$ cat src/rtl/mini_alu_sequencer.sv
// Operand-entry sequencer for the mini ALU.
// ENTER latches A, then B, then op. The ALU inputs are then held stable for a
// settle window, the result is captured, and it is shown until the next ENTER.
// CLEAR returns to A entry from any state.
//
//  state   | meaning
//  --------+------------------------------------------------------------
//  GET_A   | show switches[9:6]; ENTER latches operand A
//  GET_B   | show switches[5:2]; ENTER latches operand B
//  GET_OP  | show switches[1];   ENTER latches op and starts settling
//  EXEC    | ALU inputs frozen, count SETTLE_CYCLES, then capture result
//  SHOW    | captured result displayed; ENTER returns to GET_A
module mini_alu_sequencer #(
    parameter int SETTLE_CYCLES = 4,
    parameter int BLINK_DIV     = 25000000
) (
    input  logic        clk,
    input  logic        rst_n,
    input  logic        enter_btn,
    input  logic        clear_btn,
    input  logic [9:0]  switches,
    output logic [3:0]  alu_a,
    output logic [3:0]  alu_b,
    output logic        alu_op,
    input  logic [19:0] alu_result,
    output logic [19:0] disp_value,
    output logic        disp_blank,
    output logic [2:0]  stage,
    output logic        result_valid
);

    localparam logic [2:0] S_GET_A  = 3'd0;
    localparam logic [2:0] S_GET_B  = 3'd1;
    localparam logic [2:0] S_GET_OP = 3'd2;
    localparam logic [2:0] S_EXEC   = 3'd3;
    localparam logic [2:0] S_SHOW   = 3'd4;

    localparam int CW = (SETTLE_CYCLES > 1) ? $clog2(SETTLE_CYCLES) : 1;
    localparam int BW = (BLINK_DIV > 1) ? $clog2(BLINK_DIV) : 1;
    localparam logic [CW-1:0] SETTLE_LAST = CW'(SETTLE_CYCLES - 1);
    localparam logic [BW-1:0] BLINK_LAST  = BW'(BLINK_DIV - 1);

    // [0],[1] are the synchronizer pair, [2] holds the previous synced level
    logic [2:0]    enter_sync_q;
    logic [2:0]    clear_sync_q;
    logic          enter_p;
    logic          clear_p;

    logic [2:0]    state_q, state_d;
    logic [3:0]    alu_a_q, alu_a_d;
    logic [3:0]    alu_b_q, alu_b_d;
    logic          alu_op_q, alu_op_d;
    logic [19:0]   disp_value_q, disp_value_d;
    logic          disp_blank_q, disp_blank_d;
    logic          result_valid_q, result_valid_d;
    logic [CW-1:0] settle_q, settle_d;
    logic [BW-1:0] blink_q, blink_d;
    logic          in_entry;

    // switches[0] has no function in this block
    logic unused_sw0;
    assign unused_sw0 = switches[0];

    assign enter_p = enter_sync_q[1] & ~enter_sync_q[2];
    assign clear_p = clear_sync_q[1] & ~clear_sync_q[2];
    assign in_entry = (state_q == S_GET_A) || (state_q == S_GET_B) || (state_q == S_GET_OP);

    // Main sequencing: operand latches, settle counter and result capture
    always_comb begin
        state_d        = state_q;
        alu_a_d        = alu_a_q;
        alu_b_d        = alu_b_q;
        alu_op_d       = alu_op_q;
        disp_value_d   = disp_value_q;
        result_valid_d = result_valid_q;
        settle_d       = settle_q;
        if (clear_p) begin
            state_d        = S_GET_A;
            alu_a_d        = 4'd0;
            alu_b_d        = 4'd0;
            alu_op_d       = 1'b0;
            disp_value_d   = 20'd0;
            result_valid_d = 1'b0;
            settle_d       = '0;
        end else begin
            case (state_q)
                S_GET_A: begin
                    if (enter_p) begin
                        alu_a_d = switches[9:6];
                        state_d = S_GET_B;
                    end
                end
                S_GET_B: begin
                    if (enter_p) begin
                        alu_b_d = switches[5:2];
                        state_d = S_GET_OP;
                    end
                end
                S_GET_OP: begin
                    if (enter_p) begin
                        alu_op_d = switches[1];
                        settle_d = '0;
                        state_d  = S_EXEC;
                    end
                end
                S_EXEC: begin
                    if (settle_q == SETTLE_LAST) begin
                        disp_value_d   = alu_result;
                        result_valid_d = 1'b1;
                        state_d        = S_SHOW;
                    end else begin
                        settle_d = settle_q + CW'(1);
                    end
                end
                S_SHOW: begin
                    if (enter_p) begin
                        result_valid_d = 1'b0;
                        state_d        = S_GET_A;
                    end
                end
                default: state_d = S_GET_A;
            endcase
            // entry stages show the switch field belonging to the stage being entered
            case (state_d)
                S_GET_A:  disp_value_d = {16'd0, switches[9:6]};
                S_GET_B:  disp_value_d = {16'd0, switches[5:2]};
                S_GET_OP: disp_value_d = {19'd0, switches[1]};
                default:  ;
            endcase
        end
    end

    // Prompt blink: restarts unblanked on every state change, idle outside entry
    always_comb begin
        blink_d      = blink_q + BW'(1);
        disp_blank_d = disp_blank_q;
        if (clear_p || (state_d != state_q) || !in_entry) begin
            blink_d      = '0;
            disp_blank_d = 1'b0;
        end else if (blink_q == BLINK_LAST) begin
            blink_d      = '0;
            disp_blank_d = ~disp_blank_q;
        end
    end

    // LED stage indicator decoded from the current state
    always_comb begin
        case (state_q)
            S_GET_A:  stage = 3'b001;
            S_GET_B:  stage = 3'b010;
            S_GET_OP: stage = 3'b100;
            default:  stage = 3'b000;
        endcase
    end

    // All state registers, including the button synchronizers
    always_ff @(posedge clk or negedge rst_n) begin
        if (!rst_n) begin
            enter_sync_q   <= 3'b000;
            clear_sync_q   <= 3'b000;
            state_q        <= S_GET_A;
            alu_a_q        <= 4'd0;
            alu_b_q        <= 4'd0;
            alu_op_q       <= 1'b0;
            disp_value_q   <= 20'd0;
            disp_blank_q   <= 1'b0;
            result_valid_q <= 1'b0;
            settle_q       <= '0;
            blink_q        <= '0;
        end else begin
            enter_sync_q   <= {enter_sync_q[1:0], enter_btn};
            clear_sync_q   <= {clear_sync_q[1:0], clear_btn};
            state_q        <= state_d;
            alu_a_q        <= alu_a_d;
            alu_b_q        <= alu_b_d;
            alu_op_q       <= alu_op_d;
            disp_value_q   <= disp_value_d;
            disp_blank_q   <= disp_blank_d;
            result_valid_q <= result_valid_d;
            settle_q       <= settle_d;
            blink_q        <= blink_d;
        end
    end

    assign alu_a        = alu_a_q;
    assign alu_b        = alu_b_q;
    assign alu_op       = alu_op_q;
    assign disp_value   = disp_value_q;
    assign disp_blank   = disp_blank_q;
    assign result_valid = result_valid_q;

endmodule

$ cat config.mk
export PLATFORM = sky130hd
export DESIGN_NAME = mini_alu_sequencer
export DESIGN_NICKNAME = d
export VERILOG_FILES = /design/src/rtl/mini_alu_sequencer.sv
export SDC_FILE = /design/constraint.sdc
export NUM_CORES = 1
export LEC_CHECK = 0
export BUFFER_PORTS_ARGS = -buffer_cell sky130_fd_sc_hd__buf_4
export CORE_ASPECT_RATIO = 1.25
export CORE_MARGIN = 4
export CORE_UTILIZATION = 45
export DETAILED_ROUTE_END_ITERATION = 7
export GPL_TIMING_DRIVEN = 0
export PLACE_DENSITY = 0.8
export SLEW_MARGIN = 20
export SYNTH_ARGS = -nofsm -noshare
export SYNTH_HDL_FRONTEND = slang
export SYNTH_SLANG_ARGS = --single-unit
$ cat constraint.sdc
create_clock -name clk -period 2.1 [get_ports clk]
set_input_delay 0.21 -clock clk [delete_from_list [all_inputs] [get_ports clk]]
set_output_delay 0.21 -clock clk [all_outputs]
set_load 0.01 [all_outputs]
Word level (Yosys, flattened, before mapping)
Index checks and enable logic that the tools add are counted.
{"block": "classes", "add_sub_neg": 2, "n_eq_ne": 13, "mux": 34, "bitwise": 5, "reduce_logical": 22}
{"operator": "2-to-1 mux 20 bit", "n": 3}
{"operator": "case mux 20 bit (3 select lines)", "n": 1}
{"operator": "2-to-1 mux 25 bit", "n": 2}
{"operator": "adder 25 x 1 -> 25 bit (second input constant)", "n": 1}
{"operator": "== test 25 bit (second input constant)", "n": 1}
{"operator": "2-to-1 mux 4 bit", "n": 6}
{"operator": "2-to-1 mux 3 bit", "n": 7}
{"operator": "case mux 3 bit (5 select lines)", "n": 1}
{"operator": "!= test 3 bit (second input constant)", "n": 4}
{"operator": "nonzero test 2 bit", "n": 5}
{"operator": "nonzero test 5 bit", "n": 2}
{"operator": "== test 3 x 2 -> 1 bit (second input constant)", "n": 3}
{"operator": "case mux 3 bit (3 select lines)", "n": 1}
{"operator": "2-to-1 mux 1 bit", "n": 8}
{"operator": "AND reduction 2 bit", "n": 4}
{"operator": "== test 3 x 1 -> 1 bit (second input constant)", "n": 2}
{"operator": "logical NOT 3 bit", "n": 2}
{"operator": "2-to-1 mux 2 bit", "n": 3}
{"operator": "AND reduction 3 bit", "n": 2}
{"operator": "nonzero test 3 bit", "n": 2}
{"operator": "logical OR 1 bit", "n": 4}
{"operator": "case mux 2 bit (2 select lines)", "n": 1}
{"operator": "== test 3 bit (second input constant)", "n": 1}
{"operator": "!= test 3 bit", "n": 1}
{"operator": "other kinds (6)", "n": 9}
{"block": "totals", "register_bits": 67, "input_bits": 34, "out_inout_bits": 34, "word_cells": 87}

Logic depth before layout (Yosys ltp)
{"block": "depth", "word_depth": 10, "mapped_depth": 7, "mapped_depth_nobuf": 5}

Least setup slack after synthesis
No wires, ideal clock.
{"block": "synth_path", "path_kind": "register -> register", "start": "register state_q[1]", "end": "register alu_a_q[1] (netlist: alu_a[1])", "setup_time_ns": 0.136, "t_arrival_ns": 1.451, "t_required_ns": 1.964, "path_slack_ns": 0.513, "path_stages_with_launch": 6, "path_buffers": 1, "period_less_slack_ns": 1.587, "path_cell_list": "dfrtp_1 > clkbuf_1 > nor3_2 > nand2_1 > nand2_1 > a21oi_1"}
{"block": "synth_via", "elab_chain_len": 3}
{"element": "start: declaration", "line_no": "49", "rtl": "logic [2:0] state_q, state_d;"}
{"element": "start signal: assignment", "line_no": "173", "rtl": "state_q <= state_d;"}
{"element": "logical NOT 3 bit", "line_no": "86", "rtl": "case (state_q)"}
{"element": "nonzero test 2 bit (no line)"}
{"element": "AND reduction 2 bit (no line)"}
{"element": "end signal: assignment", "line_no": "174", "rtl": "alu_a_q <= alu_a_d;"}
{"element": "end: declaration", "line_no": "50", "rtl": "logic [3:0] alu_a_q, alu_a_d;"}
Every way passes these cells.
A chain may end at the register's enable or synchronous reset.

Final worst setup path
{"block": "layout_path", "start": "register state_q[2]", "end": "output stage[1]"}
{"block": "layout_via", "elab_chain_len": 2, "elab_cells_between_ends": 4, "cone_classes": "2 x eq/ne; 1 x mux; 1 x reduce/logical"}
{"element": "== test 3 x 2 -> 1 bit, or another cell as far along", "line_no": "148", "rtl": "case (state_q)"}
{"element": "case mux 3 bit (3 select lines) *", "line_no": "148"}
{"element": "end: declaration", "line_no": "28", "rtl": "output logic [2:0] stage,"}
Every way passes the cells marked *; elsewhere a longest branch is shown, timed or not.

==> summary.md <==
| Metric | Value |
|---|---|
| Routability congestion estimate | `0.8669` |
| Pwr Density | `760.8 nW/µm²` |
| Drt first pass iters | `6` |
| Cells after Synth | `310` |
| Psw | `slightly above 800 µW` |
| Buffers & Inverters on Critical Path | `3` |
| Initial core utilization | `approximately 46%` |
| Synth unique cells | `45` |
| CP top delay family | `buffers and inverters` |
| DR vias/cell | `about 5.6` |
| Worst-Margin Slew | `0.8322 ns` |
| Postcts setup bufs | `0` |
| Die area | `approximately 8600 µm²` |
| Hold Fails Final Rpt | `0` |
| Switching part of the total power | `25.70%` |
| Combinational Power Share | `between 10% and 20%` |
| Maximum fanout along the worst path | `10` |
| Sequential share of power | `44.0%` |
| Post-layout min period | `1.983 ns` |
| P&R area growth vs syn | `27.60%` |
| Setup TNS | `0 ns` |
| Crit path to | `stage[1]` |
| P_leak | `~2 nW` |
| Residual DRC | `0` |
| CP Launch Point | `state_q[2]` |
| Rel. slew slack | `44.52%` |
| Critical path cell sequence | `buf_1, clkbuf_2, nor3_1, buf_4` |
| First-pass GRT wire length | `12680 µm` |
| Clock transition at path regs | `about 0.08 ns` |
| Iteration-0 DRC Markers | `164` |
| Slowest stage delay, CP | `around 0.45 ns` |
| Via Count | `2728` |
| Mapped Avg Cell Area | `between 10 and 15 µm²` |
| # nets final | `426` |
| Core area | `6977 µm²` |
| Mapped cell area | `3242 µm²` |
| CTS tree | `built` |
| Reg2reg setup slack | `0.19 ns` |
| Clk pwr share | `42.2%` |
| Die Span X | `around 84 µm` |
| Number of global-route vias before repair | `between 2000 and 3000` |
| Post-route antenna net violation count | `0` |
| Number of diodes | `0` |
| Crit path DAT | `about 1.8 ns` |
| Design Power | `roughly 3.1 mW` |
| Internal | `2.338 mW` |
| Syn_nets | `around 350` |
| Final instance area | `4136 µm²` |
| Most frequent cells in the layout | `buf_4, dfrtp_1, a21oi_1` |
| Hpwl dp | `5369 µm` |
| Clock latency at the later pin of the worst-skew pair | `0.35 ns` |
| Post-synth top flop | `dfrtp_1` |
| Max-cap violations | `0` |
| Number of synthesized register bits | `67` |
| Crit path depth | `4` |
| Total track usage | `a little under a fifth` |
| Sink Count | `between 60 and 70` |
| Die height | `102.9 µm` |
| I/O pin total | `68` |
| Synth warnings | `0` |
| Max Clock Freq | `504.3 MHz` |
| Per-cell routed wire length | `15.54 µm` |
| Num CTS Buffers | `9` |
| R2R Path End | `blink_q[22]` |
| CP max-delay cell | `buf_1` |
| Reg2reg path depth | `5` |
| Post-synth EDFFs | `0` |
| Final setup fails | `0` |
| Asr flop ratio synth | `100.0%` |
| Num rows | `34` |
| VDD IR max | `0.3722 mV` |
| Status | `completed` |
| Root Buffer | `clkbuf_8` |
| CP Launch Type | `register` |
| Initial antenna violation count | `0` |
| Final Hold Slack | `~0.070 ns` |
| Clock buffer depth | `2` |
| Hold Crit Class | `in -> reg` |
| Final Slew Violations | `0` |
| Largest net degree at the start of global routing | `68` |
| Final period util | `a little over nine tenths` |
| Placed cell areas | `3850 µm²` |
| Proportion of layout cells with a drive suffix above 1 | `28.10%` |
| Worst r2r src | `state_q[2]` |
| Crit. End Element | `primary output` |
| Critical setup path kind | `reg -> out` |
| Number of port buffers | `66` |
| Worst Path Required | `1.89 ns` |
| Setup Skew | `0.008783 ns` |
| H-tree levels | `3` |
| Sequential area share after synthesis | `between 50% and 60%` |
| Grt ovf | `0` |
| Total wire length | `7539 µm` |
how the worst min path moves through the flow:
stage	to	start	slack, ns	cells past startpoint
final	disp_value[19]	alu_result[19]	0.07	2
after floorplan	alu_a[0]	rst_n	-0.09	0
after global placement	clear_sync_q[0]	clear_btn	0.32	1
after CTS	disp_value[18]	alu_result[18]	0.06	2
after detailed placement	clear_sync_q[0]	clear_btn	0.32	1
after global routing	disp_value[19]	alu_result[19]	0.06	2
routing by layer:
| metal | vias up | track usage, % | share of wire, % |
|---|---|---|---|
| li1 | 1309 | - | - |
| met5 | - | 0 | 0 |
| met3 | 16 | 4.396 | 5.2 |
| met1 | 1311 | 20.66 | 40 |
| met2 | 92 | 31.29 | 53 |
| met4 | 0 | 10.89 | 2.0 |
synthesized netlist by cell type (3+ instances only):
cell,count,share of area (%)
a32o_1,3,0.93
mux2_2,6,2.1
clkbuf_1,7,0.81
o21ai_0,17,2.6
a32oi_1,3,0.81
buf_2,7,1.1
a21oi_1,26,4.0
nand2_1,23,2.7
nor3_1,4,0.62
or3_1,9,1.7
dfrtp_1,67,52
nand3_1,15,2.3
xor2_1,8,2.2
nand2b_1,4,0.77
nor2_1,23,2.7
a31oi_1,5,0.96
a22o_1,16,4.3
or4_1,6,1.4
nand4_1,6,1.2
mux2i_1,6,1.9
inv_1,5,0.58
o31ai_1,6,1.4
nor2b_1,4,0.77
nand4_4,3,2.0
cell families (layout without fill, tap and decap cells):
family | count (synthesis) | count (layout) | synth area share [%]
adders and majority gates | 2 | 2 | 0.7718
xor gates and xnor gates | 10 | 10 | 2.702
DFF | 67 | 67 | 51.72
buffers and inverters | 24 | 109 | 3.628
muxes | 12 | 12 | 3.937
AOI/OAI and AO/OA | 84 | 84 | 17.21
and+or+nand+nor | 111 | 111 | 20.03
final cells by class:
class / instances / area (µm²)
clock inverter: 7 / 125.1
timing repair buffer: 69 / 525.5
sequential: 67 / 1677
multi-input combinational: 219 / 1454
buffer: 19 / 100.1
fill: 581 / 2840
inverter: 5 / 18.77
clock buffer: 9 / 123.9
tap: 90 / 112.6
metrics by stage:
step                util, %  cells  worst slack, ns
floorplan                 -    310           0.5128
global placement      55.18    466           0.2509
detailed placement    55.18    466           0.1910
CTS                   59.18    485          0.05507
global route          59.29    485       -0.0001168
finish                59.29    485           0.1171
state kept, by name (all words and copies together), names as in the netlist:
name / flops
blink_q: 25
disp_value: 20
alu_a: 4
alu_b: 4
clear_sync_q: 3
enter_sync_q: 3
state_q: 3
settle_q: 2
alu_op: 1
disp_blank: 1
result_valid: 1
power groups by stage:
stage	clock, mW	sequential (mW)	combinational [mW]
global placement	0	1.41	0.416
floorplan	0	1.42	0.217
global route	1.41	1.39	0.479
detailed placement	0	1.41	0.424
CTS	1.35	1.38	0.432
finish	1.33	1.38	0.433
what timing repair did:
action | 4_1_cts | 5_1_grt
hold buffers | 3 | 0
endpoints found under the hold margin | 69 | 0
setup endpoints to repair | 0 | 2
gates resized for setup | 0 | 3
Note: power is estimated with default switching activity, not from simulation.
